<file path="config.mk">
export PLATFORM = sky130hd
export DESIGN_NAME = enemy_bullet_pool
export DESIGN_NICKNAME = d
export VERILOG_FILES = /design/src/rtl/tank_pkg.sv /design/src/rtl/bullet_slot.sv /design/src/rtl/enemy_bullet_pool.sv
export SDC_FILE = /design/constraint.sdc
export NUM_CORES = 1
export LEC_CHECK = 0
export CELL_PAD_IN_SITES_DETAIL_PLACEMENT = 0
export CELL_PAD_IN_SITES_GLOBAL_PLACEMENT = 1
export CORE_ASPECT_RATIO = 1.1
export CORE_MARGIN = 5
export CORE_UTILIZATION = 40
export CTS_CLUSTER_DIAMETER = 80
export CTS_CLUSTER_SIZE = 10
export DETAILED_ROUTE_END_ITERATION = 16
export DONT_BUFFER_PORTS = 1
export PLACE_DENSITY_LB_ADDON = 0.12
export SLEW_MARGIN = 20
export SYNTH_ARGS = -nofsm -noshare
export SYNTH_HDL_FRONTEND = slang
export SYNTH_SLANG_ARGS = --single-unit
</file>
<file path="constraint.sdc">
create_clock -name clk_50MHz -period 6.4 [get_ports clk_50MHz]
set_clock_uncertainty 0.15 [all_clocks]
set_input_delay 1.28 -clock clk_50MHz [delete_from_list [all_inputs] [get_ports clk_50MHz]]
set_output_delay 1.28 -clock clk_50MHz [all_outputs]
set_load 0.05 [all_outputs]
</file>
<file path="src/rtl/tank_pkg.sv">
// Shared tank-game definitions: facing directions, playfield bounds and bullet geometry.
package tank_pkg;

    typedef enum logic [1:0] {
        DIR_UP,
        DIR_DOWN,
        DIR_LEFT,
        DIR_RIGHT
    } dir_t;

    localparam int unsigned POS_W           = 10;
    localparam int unsigned X_MIN_DEF       = 28;
    localparam int unsigned X_MAX_DEF       = 607;
    localparam int unsigned Y_MIN_DEF       = 28;
    localparam int unsigned Y_MAX_DEF       = 447;
    localparam int unsigned BULLET_SIZE_DEF = 4;

endpackage

</file>
<file path="src/rtl/bullet_slot.sv">
// One bullet slot of the enemy projectile pool.
// Holds the slot FSM (idle/flying), the position and latched direction, the playfield bounds
// check for the next step and the pixel hit test for the VGA mux.
// Ports:
//   clk_50MHz, reset      clock, asynchronous active-low reset
//   refresh_tick          frame strobe; flying bullets step once per strobe
//   clear                 drop the bullet (collision or tank destroyed); wins over move/spawn
//   spawn                 load spawn_x/spawn_y/spawn_dir and start flying (only when idle)
//   x, y                  current VGA pixel
//   active                slot is flying
//   x_pos, y_pos          bullet top-left position
//   on                    pixel (x,y) lies inside this active bullet
module bullet_slot
    import tank_pkg::*;
#(
    parameter int unsigned BULLET_SPEED = 4,
    parameter int unsigned BULLET_SIZE  = BULLET_SIZE_DEF,
    parameter int unsigned X_MIN        = X_MIN_DEF,
    parameter int unsigned X_MAX        = X_MAX_DEF,
    parameter int unsigned Y_MIN        = Y_MIN_DEF,
    parameter int unsigned Y_MAX        = Y_MAX_DEF
) (
    input  logic             clk_50MHz,
    input  logic             reset,
    input  logic             refresh_tick,
    input  logic             clear,
    input  logic             spawn,
    input  logic [POS_W-1:0] spawn_x,
    input  logic [POS_W-1:0] spawn_y,
    input  dir_t             spawn_dir,
    input  logic [POS_W-1:0] x,
    input  logic [POS_W-1:0] y,
    output logic             active,
    output logic [POS_W-1:0] x_pos,
    output logic [POS_W-1:0] y_pos,
    output logic             on
);

    typedef enum logic {
        StIdle,
        StFlying
    } slot_state_e;

    slot_state_e      state_q, state_d;
    logic [POS_W-1:0] x_q, x_d, y_q, y_d;
    dir_t             dir_q, dir_d;

    // One extra bit so a step below zero shows up as a huge value and fails the bounds check.
    logic [POS_W:0] nx, ny;
    logic           oob;

    always_comb begin
        nx = {1'b0, x_q};
        ny = {1'b0, y_q};
        unique case (dir_q)
            DIR_UP:    ny = {1'b0, y_q} - (POS_W+1)'(BULLET_SPEED);
            DIR_DOWN:  ny = {1'b0, y_q} + (POS_W+1)'(BULLET_SPEED);
            DIR_LEFT:  nx = {1'b0, x_q} - (POS_W+1)'(BULLET_SPEED);
            DIR_RIGHT: nx = {1'b0, x_q} + (POS_W+1)'(BULLET_SPEED);
            default:   ;
        endcase
        oob = (nx < (POS_W+1)'(X_MIN)) || (nx > (POS_W+1)'(X_MAX)) ||
              (ny < (POS_W+1)'(Y_MIN)) || (ny > (POS_W+1)'(Y_MAX));
    end

    always_comb begin
        state_d = state_q;
        x_d     = x_q;
        y_d     = y_q;
        dir_d   = dir_q;
        if (clear) begin
            state_d = StIdle;
        end else begin
            unique case (state_q)
                StIdle: begin
                    if (spawn) begin
                        state_d = StFlying;
                        x_d     = spawn_x;
                        y_d     = spawn_y;
                        dir_d   = spawn_dir;
                    end
                end
                StFlying: begin
                    if (refresh_tick) begin
                        // Leaving the field retires the slot and freezes its last legal position.
                        if (oob) begin
                            state_d = StIdle;
                        end else begin
                            x_d = nx[POS_W-1:0];
                            y_d = ny[POS_W-1:0];
                        end
                    end
                end
                default: state_d = StIdle;
            endcase
        end
    end

    always_ff @(posedge clk_50MHz or negedge reset) begin
        if (!reset) begin
            state_q <= StIdle;
            x_q     <= '0;
            y_q     <= '0;
            dir_q   <= DIR_UP;
        end else begin
            state_q <= state_d;
            x_q     <= x_d;
            y_q     <= y_d;
            dir_q   <= dir_d;
        end
    end

    assign active = (state_q == StFlying);
    assign x_pos  = x_q;
    assign y_pos  = y_q;

    // Widened compare so a bullet near the right/bottom edge cannot wrap its extent.
    assign on = active &&
                ({1'b0, x} >= {1'b0, x_q}) &&
                ({1'b0, x} <= {1'b0, x_q} + (POS_W+1)'(BULLET_SIZE - 1)) &&
                ({1'b0, y} >= {1'b0, y_q}) &&
                ({1'b0, y} <= {1'b0, y_q} + (POS_W+1)'(BULLET_SIZE - 1));

endmodule

</file>
<file path="src/rtl/enemy_bullet_pool.sv">
// Multi-shot projectile engine for one enemy tank.
// A pool of NUM_SLOTS independently flying bullets; shots are taken on request, limited by a
// cooldown counted in refresh ticks, and placed in the lowest-index free slot.
// Ports:
//   clk_50MHz, reset         clock, asynchronous active-low reset
//   x, y                     current VGA pixel
//   refresh_tick             frame strobe
//   fire_req                 level shoot request, sampled on refresh_tick
//   enemy_alive              0 blocks new shots
//   x_enemy, y_enemy         enemy top-left position
//   enemy_dir                enemy facing, latched per bullet at spawn
//   hit                      per-slot collision clear
//   tank_destroyed           clears every slot
//   x_bullet, y_bullet       packed positions, slot i at [10*i +: 10]
//   slot_active, slot_on     per-slot flying / pixel-inside flags
//   bullet_on                any slot covers the pixel
//   fire_ack                 one-cycle pulse after an accepted shot
module enemy_bullet_pool
    import tank_pkg::*;
#(
    parameter int unsigned NUM_SLOTS      = 4,
    parameter int unsigned BULLET_SPEED   = 4,
    parameter int unsigned BULLET_SIZE    = BULLET_SIZE_DEF,
    parameter int unsigned SPAWN_OFFSET   = 14,
    parameter int unsigned COOLDOWN_TICKS = 16,
    parameter int unsigned X_MIN          = X_MIN_DEF,
    parameter int unsigned X_MAX          = X_MAX_DEF,
    parameter int unsigned Y_MIN          = Y_MIN_DEF,
    parameter int unsigned Y_MAX          = Y_MAX_DEF
) (
    input  logic                       clk_50MHz,
    input  logic                       reset,
    input  logic [POS_W-1:0]           x,
    input  logic [POS_W-1:0]           y,
    input  logic                       refresh_tick,
    input  logic                       fire_req,
    input  logic                       enemy_alive,
    input  logic [POS_W-1:0]           x_enemy,
    input  logic [POS_W-1:0]           y_enemy,
    input  dir_t                       enemy_dir,
    input  logic [NUM_SLOTS-1:0]       hit,
    input  logic                       tank_destroyed,
    output logic [POS_W*NUM_SLOTS-1:0] x_bullet,
    output logic [POS_W*NUM_SLOTS-1:0] y_bullet,
    output logic [NUM_SLOTS-1:0]       slot_active,
    output logic [NUM_SLOTS-1:0]       slot_on,
    output logic                       bullet_on,
    output logic                       fire_ack
);

    // A zero cooldown still needs a one-bit counter to keep the logic uniform.
    localparam int unsigned CntW = (COOLDOWN_TICKS > 0) ? $clog2(COOLDOWN_TICKS + 1) : 1;

    logic [CntW-1:0]      cooldown_q, cooldown_d;
    logic                 fire_ack_q;
    logic [NUM_SLOTS-1:0] free, grant, spawn;
    logic                 found, accept;
    logic [POS_W-1:0]     spawn_x, spawn_y;

    // A slot being cleared this cycle is not offered to the shooter.
    assign free = ~slot_active & ~hit;

    always_comb begin
        grant = '0;
        found = 1'b0;
        for (int unsigned i = 0; i < NUM_SLOTS; i++) begin
            if (free[i] && !found) begin
                grant[i] = 1'b1;
                found    = 1'b1;
            end
        end
    end

    assign accept = refresh_tick && fire_req && enemy_alive && (cooldown_q == '0) &&
                    found && !tank_destroyed;
    assign spawn  = accept ? grant : '0;

    assign spawn_x = x_enemy + POS_W'(SPAWN_OFFSET);
    assign spawn_y = y_enemy + POS_W'(SPAWN_OFFSET);

    always_comb begin
        cooldown_d = cooldown_q;
        if (accept) begin
            cooldown_d = CntW'(COOLDOWN_TICKS);
        end else if (refresh_tick && (cooldown_q != '0)) begin
            cooldown_d = cooldown_q - CntW'(1);
        end
    end

    always_ff @(posedge clk_50MHz or negedge reset) begin
        if (!reset) begin
            cooldown_q <= '0;
            fire_ack_q <= 1'b0;
        end else begin
            cooldown_q <= cooldown_d;
            fire_ack_q <= accept;
        end
    end

    assign fire_ack = fire_ack_q;

    for (genvar g = 0; g < NUM_SLOTS; g++) begin : g_slot
        bullet_slot #(
            .BULLET_SPEED (BULLET_SPEED),
            .BULLET_SIZE  (BULLET_SIZE),
            .X_MIN        (X_MIN),
            .X_MAX        (X_MAX),
            .Y_MIN        (Y_MIN),
            .Y_MAX        (Y_MAX)
        ) u_slot (
            .clk_50MHz    (clk_50MHz),
            .reset        (reset),
            .refresh_tick (refresh_tick),
            .clear        (hit[g] | tank_destroyed),
            .spawn        (spawn[g]),
            .spawn_x      (spawn_x),
            .spawn_y      (spawn_y),
            .spawn_dir    (enemy_dir),
            .x            (x),
            .y            (y),
            .active       (slot_active[g]),
            .x_pos        (x_bullet[POS_W*g +: POS_W]),
            .y_pos        (y_bullet[POS_W*g +: POS_W]),
            .on           (slot_on[g])
        );
    end

    assign bullet_on = |slot_on;

endmodule
</file>
### Yosys cells after proc, flatten, opt, wreduce, memory -nomap -nowiden

Index checks and enable logic that the tools add are counted.

| storage, ports and cells | value |
|---|---|
| flip-flop bits (word level) | 98 |
| ROM bits | 0 |
| bits in writable memories | 0 |
| logic and storage cells | 243 |
| memories | 0 |
| bits in latches | 0 |
| input port bits | 52 |

| operators by class | value |
|---|---|
| multiply operators | 0 |
| reduce and logical (&&, ||, !) cells | 57 |
| equality and inequality tests | 24 |
| divide/modulo/power cells | 0 |
| muxes and demuxes | 70 |
| shift-type cells | 0 |
| $lt $le $gt $ge | 32 |
| $add $sub $neg | 27 |
| bitwise operators | 15 |

Operators by type and width:

| kind | count |
|---|---|
| 10-bit two-way mux | 24 |
| 11-bit one-hot mux with 2 select lines | 8 |
| 10-bit one-hot mux with 2 select lines | 8 |
| 10-bit by 2-bit adder with 11-bit output, second input constant | 8 |
| 10-bit by 3-bit adder with 11-bit output, second input constant | 8 |
| 10-bit by 11-bit <= comparator with 1-bit output | 8 |
| 11-bit by 5-bit < comparator with 1-bit output, second input constant | 8 |
| 10-bit by 3-bit subtractor with 11-bit output, second input constant | 8 |
| 10-bit greater-or-equal comparator | 8 |
| 11-bit by 10-bit greater-than comparator with 1-bit output, second input constant | 4 |
| 11-bit by 9-bit greater-than comparator with 1-bit output, second input constant | 4 |
| 1-bit logical AND | 25 |
| 2-bit != test, second input constant | 12 |
| 1-bit two-way mux | 23 |
| 10-bit by 4-bit adder with 10-bit output, second input constant | 2 |
| 2-bit == test, second input constant | 8 |
| 4-bit AND reduction | 4 |
| 1-bit logical OR | 12 |
| 3-bit AND reduction | 4 |
| 5-bit two-way mux | 2 |
| 2-bit by 1-bit == test with 1-bit output, second input constant | 4 |
| 2-bit zero test | 4 |
| 1-bit NOT | 8 |
| 4-bit NOT | 2 |
| other kinds (10) | 19 |

### Logic depth before layout (Yosys ltp)

| depth | value |
|---|---|
| word-level depth | 18 |
| gate-level depth with buffers | 18 |

### Modules after synthesis

A second synthesis with hierarchy kept.

| unflattened totals | value |
|---|---|
| cells, all modules | 1682 |
| area, all modules | 13872.1 um2 |

By module, submodules not included:

| module | seq. area each (um2) | cells an instance | times used | area each (um2) |
|---|---|---|---|---|
| bullet_slot at g_slot[1].u_slot ... | 575.6 | 392 | 2 | 3228.1 |
| bullet_slot at g_slot[2].u_slot | 575.6 | 413 | 1 | 3477.1 |
| bullet_slot at g_slot[0].u_slot | 575.6 | 400 | 1 | 3283.1 |
| enemy_bullet_pool | 150.1 | 85 | 1 | 655.6 |

### Worst setup path before layout

OpenSTA, ideal clock, no wires.

| path | value |
|---|---|
| path type | input -> output |
| start | input y[0] |
| end | output bullet_on |
| arrival | 3.661 ns |
| setup slack | 1.309 ns |
| stages on the path | 11 |
| required time | 4.970 ns |
| path buffers | 0 |
| path through | inv_1 ha_1 a21boi_0 o21a_1 o21a_1 o21a_1 o21ai_0 a21oi_1 a2111oi_0 nor4_1 or4_1 |

| on the way | value |
|---|---|
| longest elaborated chain between the ends | 4 |
| elaborated cells on any way between the ends | 17 |
| those cells by class | 8 x order compare; 9 x reduce/logical |

RTL lines:

| item | line | RTL |
|---|---|---|
| start: declaration | enemy_bullet_pool.sv:34 | `input logic [POS_W-1:0] y,` |
| 10-bit greater-or-equal comparator | bullet_slot.sv:121 | `({1'b0, y} >= {1'b0, y_q}) &&` |
| 1-bit logical AND | bullet_slot.sv:120 | `({1'b0, x} <= {1'b0, x_q} + (POS_W+1)'(BULLET_SIZE - 1)) &&` |
| 1-bit logical AND * | bullet_slot.sv:121 |  |
| net g_slot[2].u_slot.on | bullet_slot.sv:36 | `output logic on` |
| 4-bit OR reduction * | enemy_bullet_pool.sv:128 | `assign bullet_on = \|slot_on;` |
| end: declaration | enemy_bullet_pool.sv:47 | `output logic bullet_on,` |

The timed path passes the listed nets; every way through them passes the cells marked *.

### Final worst setup path

| path | value |
|---|---|
| start | register g_slot[2].u_slot.x_q[4] |
| end | output bullet_on |

| on the way | value |
|---|---|
| longest elaborated chain between the ends | 6 |
| elaborated cells on any way between the ends | 8 |
| those cells by class | 1 x add/sub; 2 x order compare; 5 x reduce/logical |

RTL lines:

| item | line | RTL |
|---|---|---|
| start: declaration | bullet_slot.sv:45 | `logic [POS_W-1:0] x_q, x_d, y_q, y_d;` |
| start signal: assignment | bullet_slot.sv:102 | `x_q <= '0;` |
| start signal: assignment | bullet_slot.sv:107 | `x_q <= x_d;` |
| 10-bit by 2-bit adder with 11-bit output or 10-bit greater-or-equal comparator (tied branches) | bullet_slot.sv:120, bullet_slot.sv:119 |  |
| 10-bit by 11-bit <= comparator with 1-bit output or 1-bit logical AND (tied branches) | bullet_slot.sv:120, bullet_slot.sv:118 |  |
| 1-bit logical AND * | bullet_slot.sv:119 | `({1'b0, x} >= {1'b0, x_q}) &&` |
| 1-bit logical AND * | bullet_slot.sv:120 |  |
| 1-bit logical AND * | bullet_slot.sv:121 |  |
| 4-bit OR reduction * | enemy_bullet_pool.sv:128 |  |

Every way passes the cells marked *; elsewhere a longest branch is shown, timed or not.

==> results_dict.tcl <==
set metrics [dict create \
    async_reset_ff_frac 1.000 \
    yosysTopAreaCellShare 0.2157 \
    synth_flop_cell "dfrtp_1" \
    cts_tree "yes" \
    grtUsageTotal 0.2573 \
    route.detailed.drc 0 \
    synth-seq-cells 98 \
    pin_count 142 \
    crit_type "reg2out" \
    routed_via_density 6.094 \
    overflow 0 \
    post-route-period-util 0.9081 \
    numCtsBuffers 9 \
    hold_path_startpoint "cooldown_q[3]" \
    core_area_mm2 0.03394 \
    required_ps 4970 \
    pre_cts_slack_ps 785.5 \
    syn_area_per_cell_um2 8.081 \
    cp-start-kind "flop" \
    syn_inst 1687 \
    grt_pass1_wl_um 75420 \
    vdd_ir_drop_max_v 0.0001392 \
    std_cell_rows 71 \
    r2r-start "g_slot[0].u_slot.y_pos[2]" \
    min_period_ps 5812 \
    synth_top_area_cell "ha_1" \
    fin_util 0.4335 \
    drtIter0Drc 749 \
    cp_cell_sequence "buf_4 -> inv_1 -> nor3_1 -> nand3_1 -> a21oi_1 -> nand3_1 -> xnor2_1 -> ha_1 -> nand4_1 -> nor3_1 -> a311oi_1 -> nand2_1 -> o21ai_0 -> nor4_2 -> or4_1" \
    syn_nets 1982 \
    outcome "completed" \
    post_cts_buffers 0 \
    synth_most_common_cell "ha_1" \
    crit_path_start "g_slot[2].u_slot.x_pos[4]" \
    clk_latency_ps 370 \
    worst_slew_pin_slew_ps 1152 \
    syn-cell-area_mm2 0.01363 \
    grt_max_degree 99 \
    dieHeight_um 203.6 \
    max_slew_margin 0.2291 \
    ys_seq_area_frac 0.1799 \
    leakage_uw 0.006271 \
    place_hpwl_um 37470 \
    cts_hold_buf 0 \
    h-tree-depth 3 \
    worstSetupEndpointType "output pin" \
    synth_area_leaders "ha_1 (22%), dfrtp_1 (18%), o21ai_0 (5.2%), xnor2_1 (4.8%), nand2_1 (3.8%)" \
    cts-resized-gates 0 \
    first_pass_iters 8 \
    grt_pass1_vias 12890 \
    antenna_cells 0 \
    portBuffers 0 \
    placedInstanceArea_mm2 0.01435 \
    critPathSlowestCell "or4_1" \
    critical_path_arrival_ps 4380 \
    clk_path_buf_depth 2 \
    final_nets 1990 \
    hold_class "reg2reg" \
    hold_viol_final 0 \
    areaGrowthSynthToFinish_pct 7.902 \
    drive_gt1_frac 0.06353 \
    synth_cell_types 88 \
    cts_sinks 98 \
    root_buffer "clkbuf_16" \
    synth_warnings 0 \
    design_area_mm2 0.01471 \
    setup_viol 0 \
    slew_violations 0 \
    routabilityCongestion 0.8601 \
    path_clk_slew_ps 70 \
    rsz0062_at_grt "no" \
    slowest_delay_ps 840 \
    wl_um 49340 \
    route.detailed.wl_per_inst_um 23.08 \
    worstPathMaxFanout 5 \
    die_w_um 186.0 \
    synth_common_cells "ha_1 (235), o21ai_0 (141), nand2_1 (139)" \
    ant_nets 0 \
    die-area_mm2 0.03788 \
    initial_utilization 0.4017 \
    fin_setup_tns_ps 0 \
    pwr_density_cell_mw_per_mm2 237.8 \
    fin_hold_ws_ps 324.5 \
    fmax_mhz 172.1 \
    routed-via-count 13030 \
    synth_edf_count 0 \
    maxCapViolations 0 \
    final.setup.worst_slack_ps 588.1 \
    antenna_found_initial 2 \
]
## through the flow
step	cells	total power (uW)
after global routing	2138	3788
after detailed placement	2122	2855
after floorplan	1687	2377
final	2138	3497
after global placement	2122	2837
after CTS	2138	3510
## cell families after synthesis
group | Yosys count | synth area share
mux | 29 | 0.02239
buf+inv | 174 | 0.05259
xor+xnor | 102 | 0.06553
flops | 98 | 0.1799
compound gates | 515 | 0.2597
simple gates | 526 | 0.1925
fa+ha+maj | 243 | 0.2274
## path summary, 6_finish.rpt
| check | end | slack, ps | cells past startpoint |
|---|---|---|---|
| worst max-delay path | bullet_on | 590 | 15 |
| worst min-delay path | cooldown_q[3] | 320 | 1 |
| worst max register to register | g_slot[0].u_slot.x_pos[6] | 1620 | 11 |
| worst min register to register | cooldown_q[3] | 320 | 1 |
| max in group asynchronous | g_slot[1].u_slot.y_pos[9] | 5470 | 0 |
| min in group asynchronous | g_slot[2].u_slot.x_pos[8] | 450 | 0 |
## power by group
part	switching, uW	internal [uW]
clock network	287	355
logic	1140	776
registers	242	700
total	1670	1830
## critical path: cells and delay by family (launching register included)
family / cells / cell delay [ps]
and+or+nand+nor: 8 / 1990
DFF: 1 / 330
xor gates and xnor gates: 1 / 180
AOI/OAI and AO/OA: 3 / 900
buffers and inverters: 2 / 320
adders and majority gates: 1 / 300
## layout make-up
type / instances / area, um^2
inverters: 117 / 439.2
fillers: 3515 / 19220
well taps: 438 / 548.0
multi-input cells: 1415 / 10530
clock buffers: 10 / 239.0
clock inverters: 6 / 90.09
flip-flops and latches: 98 / 2452
repair buffers: 54 / 411.6
## flip-flops by register name, indices dropped and copies added, names as in the netlist
| register | flops |
|---|---|
| g_slot.u_slot.x_pos | 40 |
| g_slot.u_slot.y_pos | 40 |
| g_slot.u_slot.dir_q | 8 |
| cooldown_q | 5 |
| g_slot.u_slot.active | 4 |
| fire_ack | 1 |
## placed cells by master (no fill, tap or decap), types with 26 or more instances in the layout
cell | Yosys | routed
ha_1 | 235 | 235
o21ai_0 | 141 | 141
nand2_1 | 139 | 139
nor2_1 | 125 | 125
inv_1 | 117 | 117
dfrtp_1 | 98 | 98
xnor2_1 | 75 | 74
a21oi_1 | 69 | 69
buf_4 | 8 | 53
nor3_1 | 47 | 46
o21a_1 | 46 | 46
nand3_1 | 39 | 39
a211oi_1 | 37 | 36
nand2b_1 | 28 | 28
nand4_1 | 26 | 26
## routing by layer
metal	vias up	part of all wire	GRT usage
met5	-	0.00043	0
met4	4	0.029	0.07236
met3	72	0.084	0.07314
met2	385	0.45	0.4129
met1	6261	0.44	0.3385
li1	6308	-	-
No activity file was read; power rests on OpenSTA's default activity.
